File: config.mk
export PLATFORM = sky130hd
export DESIGN_NAME = alu32
export DESIGN_NICKNAME = d
export VERILOG_FILES = /design/src/rtl/alu32.sv
export SDC_FILE = /design/constraint.sdc
export NUM_CORES = 1
export LEC_CHECK = 0
export ABC_AREA = 1
export CAP_MARGIN = 10
export CORE_UTILIZATION = 32
export CTS_BUF_LIST = sky130_fd_sc_hd__clkbuf_4
export CTS_CLUSTER_SIZE = 24
export DETAILED_ROUTE_END_ITERATION = 6
export DONT_BUFFER_PORTS = 1
export SLEW_MARGIN = 20
export SYNTH_ARGS = -nofsm -noshare
export SYNTH_HDL_FRONTEND = slang
export SYNTH_SLANG_ARGS = --single-unit
File: constraint.sdc
create_clock -name clk -period 6.5 [get_ports clk]
set_input_delay 1.3 -clock clk [delete_from_list [all_inputs] [get_ports clk]]
set_output_delay 1.3 -clock clk [all_outputs]
set_load 0.1 [all_outputs]
File: src/rtl/alu32.sv
// alu32: combinational 32-bit integer ALU with a registered {Z,N,C,V}
// status-flag stage sampled on every rising clock edge.
module alu32 (
   input  logic        clk,
   input  logic        rst,
   input  logic [31:0] a,
   input  logic [31:0] b,
   input  logic [3:0]  op,
   output logic [31:0] result,
   output logic        carry_out,
   output logic        flag_z,
   output logic        flag_n,
   output logic        flag_c,
   output logic        flag_v
);

   localparam logic [3:0] OP_ADD  = 4'b0000;
   localparam logic [3:0] OP_SUB  = 4'b0001;
   localparam logic [3:0] OP_AND  = 4'b0010;
   localparam logic [3:0] OP_OR   = 4'b0011;
   localparam logic [3:0] OP_XOR  = 4'b0100;
   localparam logic [3:0] OP_NOT  = 4'b0101;
   localparam logic [3:0] OP_SLL  = 4'b0110;
   localparam logic [3:0] OP_SRL  = 4'b0111;
   localparam logic [3:0] OP_SRA  = 4'b1000;
   localparam logic [3:0] OP_SLT  = 4'b1001;
   localparam logic [3:0] OP_SLTU = 4'b1010;
   localparam logic [3:0] OP_NOR  = 4'b1011;
   localparam logic [3:0] OP_XNOR = 4'b1100;
   localparam logic [3:0] OP_PASS = 4'b1101;
   localparam logic [3:0] OP_ROL  = 4'b1110;
   localparam logic [3:0] OP_ROR  = 4'b1111;

   logic [4:0]  shamt;
   logic [5:0]  rot_back;
   logic [32:0] add33;
   logic [32:0] sub33;
   logic [32:0] sll33;   // bit 32 holds the last bit shifted out
   logic [32:0] srl33;   // bit 0 holds the last bit shifted out
   logic [32:0] sra33;
   logic [31:0] rol32;
   logic [31:0] ror32;
   logic        slt;
   logic        ovf;

   assign shamt    = b[4:0];
   // For shamt = 0 this is 32, which shifts everything out and leaves a
   // plain rotate-by-zero.
   assign rot_back = 6'd32 - {1'b0, shamt};

   // Shared datapath terms for all opcodes
   always_comb begin
      add33 = {1'b0, a} + {1'b0, b};
      sub33 = {1'b0, a} - {1'b0, b};
      sll33 = {1'b0, a} << shamt;
      srl33 = {a, 1'b0} >> shamt;
      sra33 = $signed({a, 1'b0}) >>> shamt;
      rol32 = (a << shamt) | (a >> rot_back);
      ror32 = (a >> shamt) | (a << rot_back);
      slt   = (a[31] != b[31]) ? a[31] : sub33[31];
   end

   // Opcode decode: result and carry/borrow/shift-out
   always_comb begin
      result    = 32'd0;
      carry_out = 1'b0;
      case (op)
         OP_ADD:  begin result = add33[31:0]; carry_out = add33[32]; end
         OP_SUB:  begin result = sub33[31:0]; carry_out = sub33[32]; end
         OP_AND:  result = a & b;
         OP_OR:   result = a | b;
         OP_XOR:  result = a ^ b;
         OP_NOT:  result = ~a;
         OP_SLL:  begin result = sll33[31:0]; carry_out = sll33[32]; end
         OP_SRL:  begin result = srl33[32:1]; carry_out = srl33[0]; end
         OP_SRA:  begin result = sra33[32:1]; carry_out = sra33[0]; end
         OP_SLT:  result = {31'd0, slt};
         OP_SLTU: result = {31'd0, sub33[32]};
         OP_NOR:  result = ~(a | b);
         OP_XNOR: result = ~(a ^ b);
         OP_PASS: result = b;
         OP_ROL:  result = rol32;
         OP_ROR:  result = ror32;
         default: result = 32'd0;
      endcase
   end

   // Signed overflow, meaningful only for ADD/SUB
   always_comb begin
      ovf = 1'b0;
      if (op == OP_ADD)
         ovf = (a[31] == b[31]) && (add33[31] != a[31]);
      else if (op == OP_SUB)
         ovf = (a[31] != b[31]) && (sub33[31] != a[31]);
   end

   // Flag register: loads every cycle, cleared asynchronously by rst
   always_ff @(posedge clk or posedge rst) begin
      if (rst) begin
         flag_z <= 1'b0;
         flag_n <= 1'b0;
         flag_c <= 1'b0;
         flag_v <= 1'b0;
      end else begin
         flag_z <= (result == 32'd0);
         flag_n <= result[31];
         flag_c <= carry_out;
         flag_v <= ovf;
      end
   end

endmodule

==> impl_results.html <==
<table>
<tr><th>Metric</th><th>Value</th></tr>
<tr><th colspan="2">Die</th></tr>
<tr><td>Floorplan die area</td><td>47200 um2</td></tr>
<tr><td>Die boundary width</td><td>217 um</td></tr>
<tr><td>Total I/O pin count</td><td>107</td></tr>
<tr><td>Floorplan die height</td><td>217 um</td></tr>
<tr><td>Placement Rows</td><td>78</td></tr>
<tr><td>Floorplan core area</td><td>45600 um2</td></tr>
<tr><td>Starting density of the core</td><td>32.6%</td></tr>
<tr><th colspan="2">Yosys</th></tr>
<tr><td>Synth area leader</td><td>sky130_fd_sc_hd__nand3_1</td></tr>
<tr><td>Netlist Area Pre-Place</td><td>14800 um2</td></tr>
<tr><td>Part of the Yosys area used for sequential elements</td><td>0.675%</td></tr>
<tr><td>Top FF cell, synth</td><td>sky130_fd_sc_hd__dfrtp_1</td></tr>
<tr><td>Per-instance average area after synthesis</td><td>4.76 um2</td></tr>
<tr><td>Unique cell type count in the Yosys netlist</td><td>46</td></tr>
<tr><td>Fraction of synthesized cell area taken by the top area cell type</td><td>26.3%</td></tr>
<tr><td>Most instantiated library cell after synthesis</td><td>sky130_fd_sc_hd__nand2_1</td></tr>
<tr><td>Proportion of register bits with asynchronous set or reset after synthesis</td><td>100%</td></tr>
<tr><td>Syn. warnings</td><td>0</td></tr>
<tr><td>Synth cell count leaders</td><td>1024 x sky130_fd_sc_hd__nand2_1, 780 x sky130_fd_sc_hd__nand3_1, 300 x sky130_fd_sc_hd__inv_1, 295 x sky130_fd_sc_hd__nor2_1, 107 x sky130_fd_sc_hd__o21ai_0</td></tr>
<tr><td>Number of synthesized register bits</td><td>4</td></tr>
<tr><td>Post-synthesis net count</td><td>3286</td></tr>
<tr><td>Largest cells by area after synthesis</td><td>sky130_fd_sc_hd__nand3_1 26%, sky130_fd_sc_hd__nand2_1 26%, sky130_fd_sc_hd__ha_1 8.3%</td></tr>
<tr><td>Number of standard cells after synthesis</td><td>3115</td></tr>
<tr><td>Post-synth EDFFs</td><td>0</td></tr>
<tr><th colspan="2">Placement</th></tr>
<tr><td>Input/output buffers</td><td>0</td></tr>
<tr><td>Last weighted congestion value of the routability-driven placer</td><td>1.09</td></tr>
<tr><td>Setup WS pre-CTS</td><td>0.422 ns</td></tr>
<tr><td>Detailed placer's ending HPWL</td><td>84.4 mm</td></tr>
<tr><th colspan="2">Flow run</th></tr>
<tr><td>Max-cap violations</td><td>0</td></tr>
<tr><th colspan="2">Timing</th></tr>
<tr><td>Final count of negative-setup-slack endpoints</td><td>0</td></tr>
<tr><td>Worst setup margin</td><td>0.299 ns</td></tr>
<tr><td>Max Clock Freq</td><td>161 MHz</td></tr>
<tr><td>Setup repair after global routing missed its margin</td><td>no</td></tr>
<tr><td>Number of hold-slack violations in the final timing report</td><td>0</td></tr>
<tr><td>Final-layout worst hold slack</td><td>0.828 ns</td></tr>
<tr><td>Time the final worst path needs with I/O delays and setup</td><td>6.20 ns</td></tr>
<tr><td>Slew @ Worst Pin</td><td>1.21 ns</td></tr>
<tr><td>Final Cycle Share</td><td>95.4%</td></tr>
<tr><td>Final max-slew violation count</td><td>0</td></tr>
<tr><td>Setup TNS Final</td><td>0 ns</td></tr>
<tr><td>Slew headroom</td><td>19.0%</td></tr>
<tr><th colspan="2">Clock tree</th></tr>
<tr><td>Maximum buffer depth of the clock tree</td><td>2</td></tr>
<tr><td>Post-CTS Resized</td><td>0</td></tr>
<tr><td>Cts hold-fix bufs</td><td>0</td></tr>
<tr><td>CTS Root Buffer Type</td><td>sky130_fd_sc_hd__clkbuf_4</td></tr>
<tr><td>Num CTS Buffers</td><td>3</td></tr>
<tr><td>Clock transition at the registers of the reported paths</td><td>0.04 ns</td></tr>
<tr><td>Number of clock sinks</td><td>4</td></tr>
<tr><td>CTS tree</td><td>done</td></tr>
<tr><td>Number of H-tree branching levels</td><td>1</td></tr>
<tr><td>Post-CTS Repair Setup Buffers</td><td>0</td></tr>
<tr><th colspan="2">Worst setup path</th></tr>
<tr><td>CP startpoint</td><td>b[6]</td></tr>
<tr><td>Data arrival time of the critical path</td><td>4.90 ns</td></tr>
<tr><td>Worst Setup Path Type</td><td>input pin to primary output</td></tr>
<tr><td>Sequence of cells on the critical path</td><td>inv_1 -&gt; ha_1 -&gt; inv_1 -&gt; nand2_1 -&gt; inv_1 -&gt; nand2_1 -&gt; nand2_1 -&gt; nand2_1 -&gt; nand3_1 -&gt; nand2_1 -&gt; nand3_1 -&gt; a311oi_1 -&gt; fa_1 -&gt; inv_1 -&gt; o211ai_1 -&gt; o211ai_1 -&gt; nor4_1 -&gt; nand3_1 -&gt; nand2_1 -&gt; inv_1</td></tr>
<tr><td>Critical Path Fanout Max</td><td>9</td></tr>
<tr><td>Slowest CP cell</td><td>sky130_fd_sc_hd__inv_1</td></tr>
<tr><td>Crit-path most repeated cell</td><td>sky130_fd_sc_hd__nand2_1</td></tr>
<tr><td>Sort of element at the start of the critical path</td><td>input pin</td></tr>
<tr><td>Required time of the worst setup path</td><td>5.20 ns</td></tr>
<tr><td>Worst stage delay on the critical path</td><td>0.66 ns</td></tr>
<tr><td>Critical Path End Type</td><td>primary output</td></tr>
<tr><th colspan="2">Run status</th></tr>
<tr><td>Result of the run</td><td>complete, but fails checks</td></tr>
<tr><td>Violations in the final reports</td><td>design-rule violations</td></tr>
<tr><th colspan="2">Global routing</th></tr>
<tr><td>Global-route wire length before repair</td><td>145 mm</td></tr>
<tr><td>Largest net degree at the start of global routing</td><td>73</td></tr>
<tr><td>All-layer global routing usage</td><td>42.6%</td></tr>
<tr><td>Overall overflow remaining after global route</td><td>0</td></tr>
<tr><td>Number of antenna violations at the first check in global routing</td><td>1</td></tr>
<tr><td>Number of global-route vias before repair</td><td>20514</td></tr>
<tr><th colspan="2">Layout</th></tr>
<tr><td>Total area of sequential cells</td><td>100 um2</td></tr>
<tr><td>Area of the multi-input gates</td><td>12800 um2</td></tr>
<tr><td>Fillers</td><td>5499</td></tr>
<tr><td>Net count reported at finish</td><td>3227</td></tr>
<tr><td>Relative area change from synthesis to final layout</td><td>5.78%</td></tr>
<tr><td>Antenna diodes</td><td>0</td></tr>
<tr><td>Fraction of layout instances using a drive strength above 1</td><td>4.94%</td></tr>
<tr><th colspan="2">Detailed routing</th></tr>
<tr><td>Drc violations</td><td>1</td></tr>
<tr><td>Detailed Routing Iterations Pass 1</td><td>7</td></tr>
<tr><td>Via count</td><td>22767</td></tr>
<tr><td>Iteration-0 DRC count of the detailed router</td><td>3918</td></tr>
<tr><td>Final antenna-violating net count</td><td>0</td></tr>
<tr><td>Via density per instance</td><td>6.23</td></tr>
<tr><td>Average wire length per cell after detail routing</td><td>28.5 um</td></tr>
<tr><td>DRT Wirelength</td><td>104 mm</td></tr>
<tr><th colspan="2">Pwr</th></tr>
<tr><td>Maximum VDD drop</td><td>0.0705 mV</td></tr>
<tr><td>Static Leakage</td><td>8.24 nW</td></tr>
<tr><td>Cell area power density</td><td>125 nW/um2</td></tr>
<tr><td>Overall power after layout</td><td>1.97 mW</td></tr>
<tr><th colspan="2">Hold path</th></tr>
<tr><td>Min-delay worst type</td><td>input pin to async pin</td></tr>
</table>
## state kept, by name, summed over array words and instances, names as in the netlist
| name | cells |
|---|---|
| flag_c | 1 |
| flag_n | 1 |
| flag_v | 1 |
| flag_z | 1 |
## critical path: cells and delay by family
| family | cells | cell delay (ns) |
|---|---|---|
| fa+ha+maj | 2 | 0.94 |
| compound gates | 3 | 0.54 |
| buf+inv | 5 | 1.00 |
| simple gates | 10 | 1.08 |
## report_power, final
part / internal [mW] / leakage [nW] / switching, mW
registers: 0.0266 / 0.0537 / 0.0141
clock network: 0.0207 / 0.0138 / 0.0102
logic: 0.453 / 8.17 / 1.44
## metal layers
layer	global-route usage (%)	vias up	part of all wire, %	wire length, um
li1	-	10174	-	-
met1	54.2	10485	39	40300
met2	65.2	1723	42	43800
met3	9.95	383	12	12700
met4	24.6	2	7.1	7400
met5	0	-	0.012	12
## cell usage in the layout, fill, tap and decap left out, types with 2 or more instances in the layout
master                      synthesis  routed
sky130_fd_sc_hd__a21boi_0           2       2
sky130_fd_sc_hd__a21oi_1          105     105
sky130_fd_sc_hd__a22oi_1            2       2
sky130_fd_sc_hd__a31oi_1            3       3
sky130_fd_sc_hd__and2_1             7       7
sky130_fd_sc_hd__buf_12             0       9
sky130_fd_sc_hd__buf_4             11      89
sky130_fd_sc_hd__clkbuf_4           0       3
sky130_fd_sc_hd__dfrtp_1            4       4
sky130_fd_sc_hd__fa_1               3       3
sky130_fd_sc_hd__ha_1              98      97
sky130_fd_sc_hd__inv_1            300     300
sky130_fd_sc_hd__inv_2              7       7
sky130_fd_sc_hd__inv_4              3       3
sky130_fd_sc_hd__nand2_1         1024    1024
sky130_fd_sc_hd__nand2_2           17      17
sky130_fd_sc_hd__nand3_1          780     780
sky130_fd_sc_hd__nand3_4            2       2
sky130_fd_sc_hd__nand3b_1           9       9
sky130_fd_sc_hd__nand4_1           69      69
sky130_fd_sc_hd__nor2_1           295     290
sky130_fd_sc_hd__nor2_2             4       8
sky130_fd_sc_hd__nor2_4             1       2
sky130_fd_sc_hd__nor3_1            20      20
sky130_fd_sc_hd__nor4_1             3       3
sky130_fd_sc_hd__o2111ai_1          9       8
sky130_fd_sc_hd__o211ai_1          23      23
sky130_fd_sc_hd__o21ai_0          107     107
sky130_fd_sc_hd__o21ai_1           10      10
sky130_fd_sc_hd__o21bai_1          10      10
sky130_fd_sc_hd__o221ai_1           4       4
sky130_fd_sc_hd__o22ai_1           14      14
sky130_fd_sc_hd__or2_2              4       4
sky130_fd_sc_hd__xor2_1             4       4
## final cells by class
| class | count | area share [%] |
|---|---|---|
| inverters | 310 | 7.46 |
| repair buffers | 99 | 5.58 |
| multi-input cells | 2638 | 81.4 |
| well taps | 600 | 4.78 |
| clock buffers | 3 | 0.144 |
| flip-flops and latches | 4 | 0.638 |
## worst paths after layout
| kind | endpoint | slack [ns] | cells past startpoint |
|---|---|---|---|
| max in group asynchronous | flag_v$_DFF_PP0_ | 5.53 | 1 |
| worst max-delay path | result[31] | 0.30 | 20 |
| min in group clk | flag_v$_DFF_PP0_ | 1.40 | 2 |
| worst min-delay path | flag_n$_DFF_PP0_ | 0.83 | 1 |
## cells by family (layout without fill, tap and decap cells)
kind of cell             count (synthesis)  count (layout)  share of synthesized area, %
AO/OA/AOI/OAI                          294             294                          11.1
XOR/XNOR                                 4               4                         0.236
adder cells (fa/ha/maj)                101             101                          8.67
buffers and inverters                  473             412                          13.4
flip-flops                               4               4                         0.675
AND/OR/NAND/NOR                       2239            2239                          65.9
## stage by stage
step	std cells	utilization, %	area, um2
finish	3654	34.4	15700
global route	3654	34.4	15700
CTS	3654	34.4	15700
detailed placement	3651	34.4	15700
global placement	3651	34.4	15700
floorplan	3115	-	14800
No activity file was read; power rests on OpenSTA's default activity.
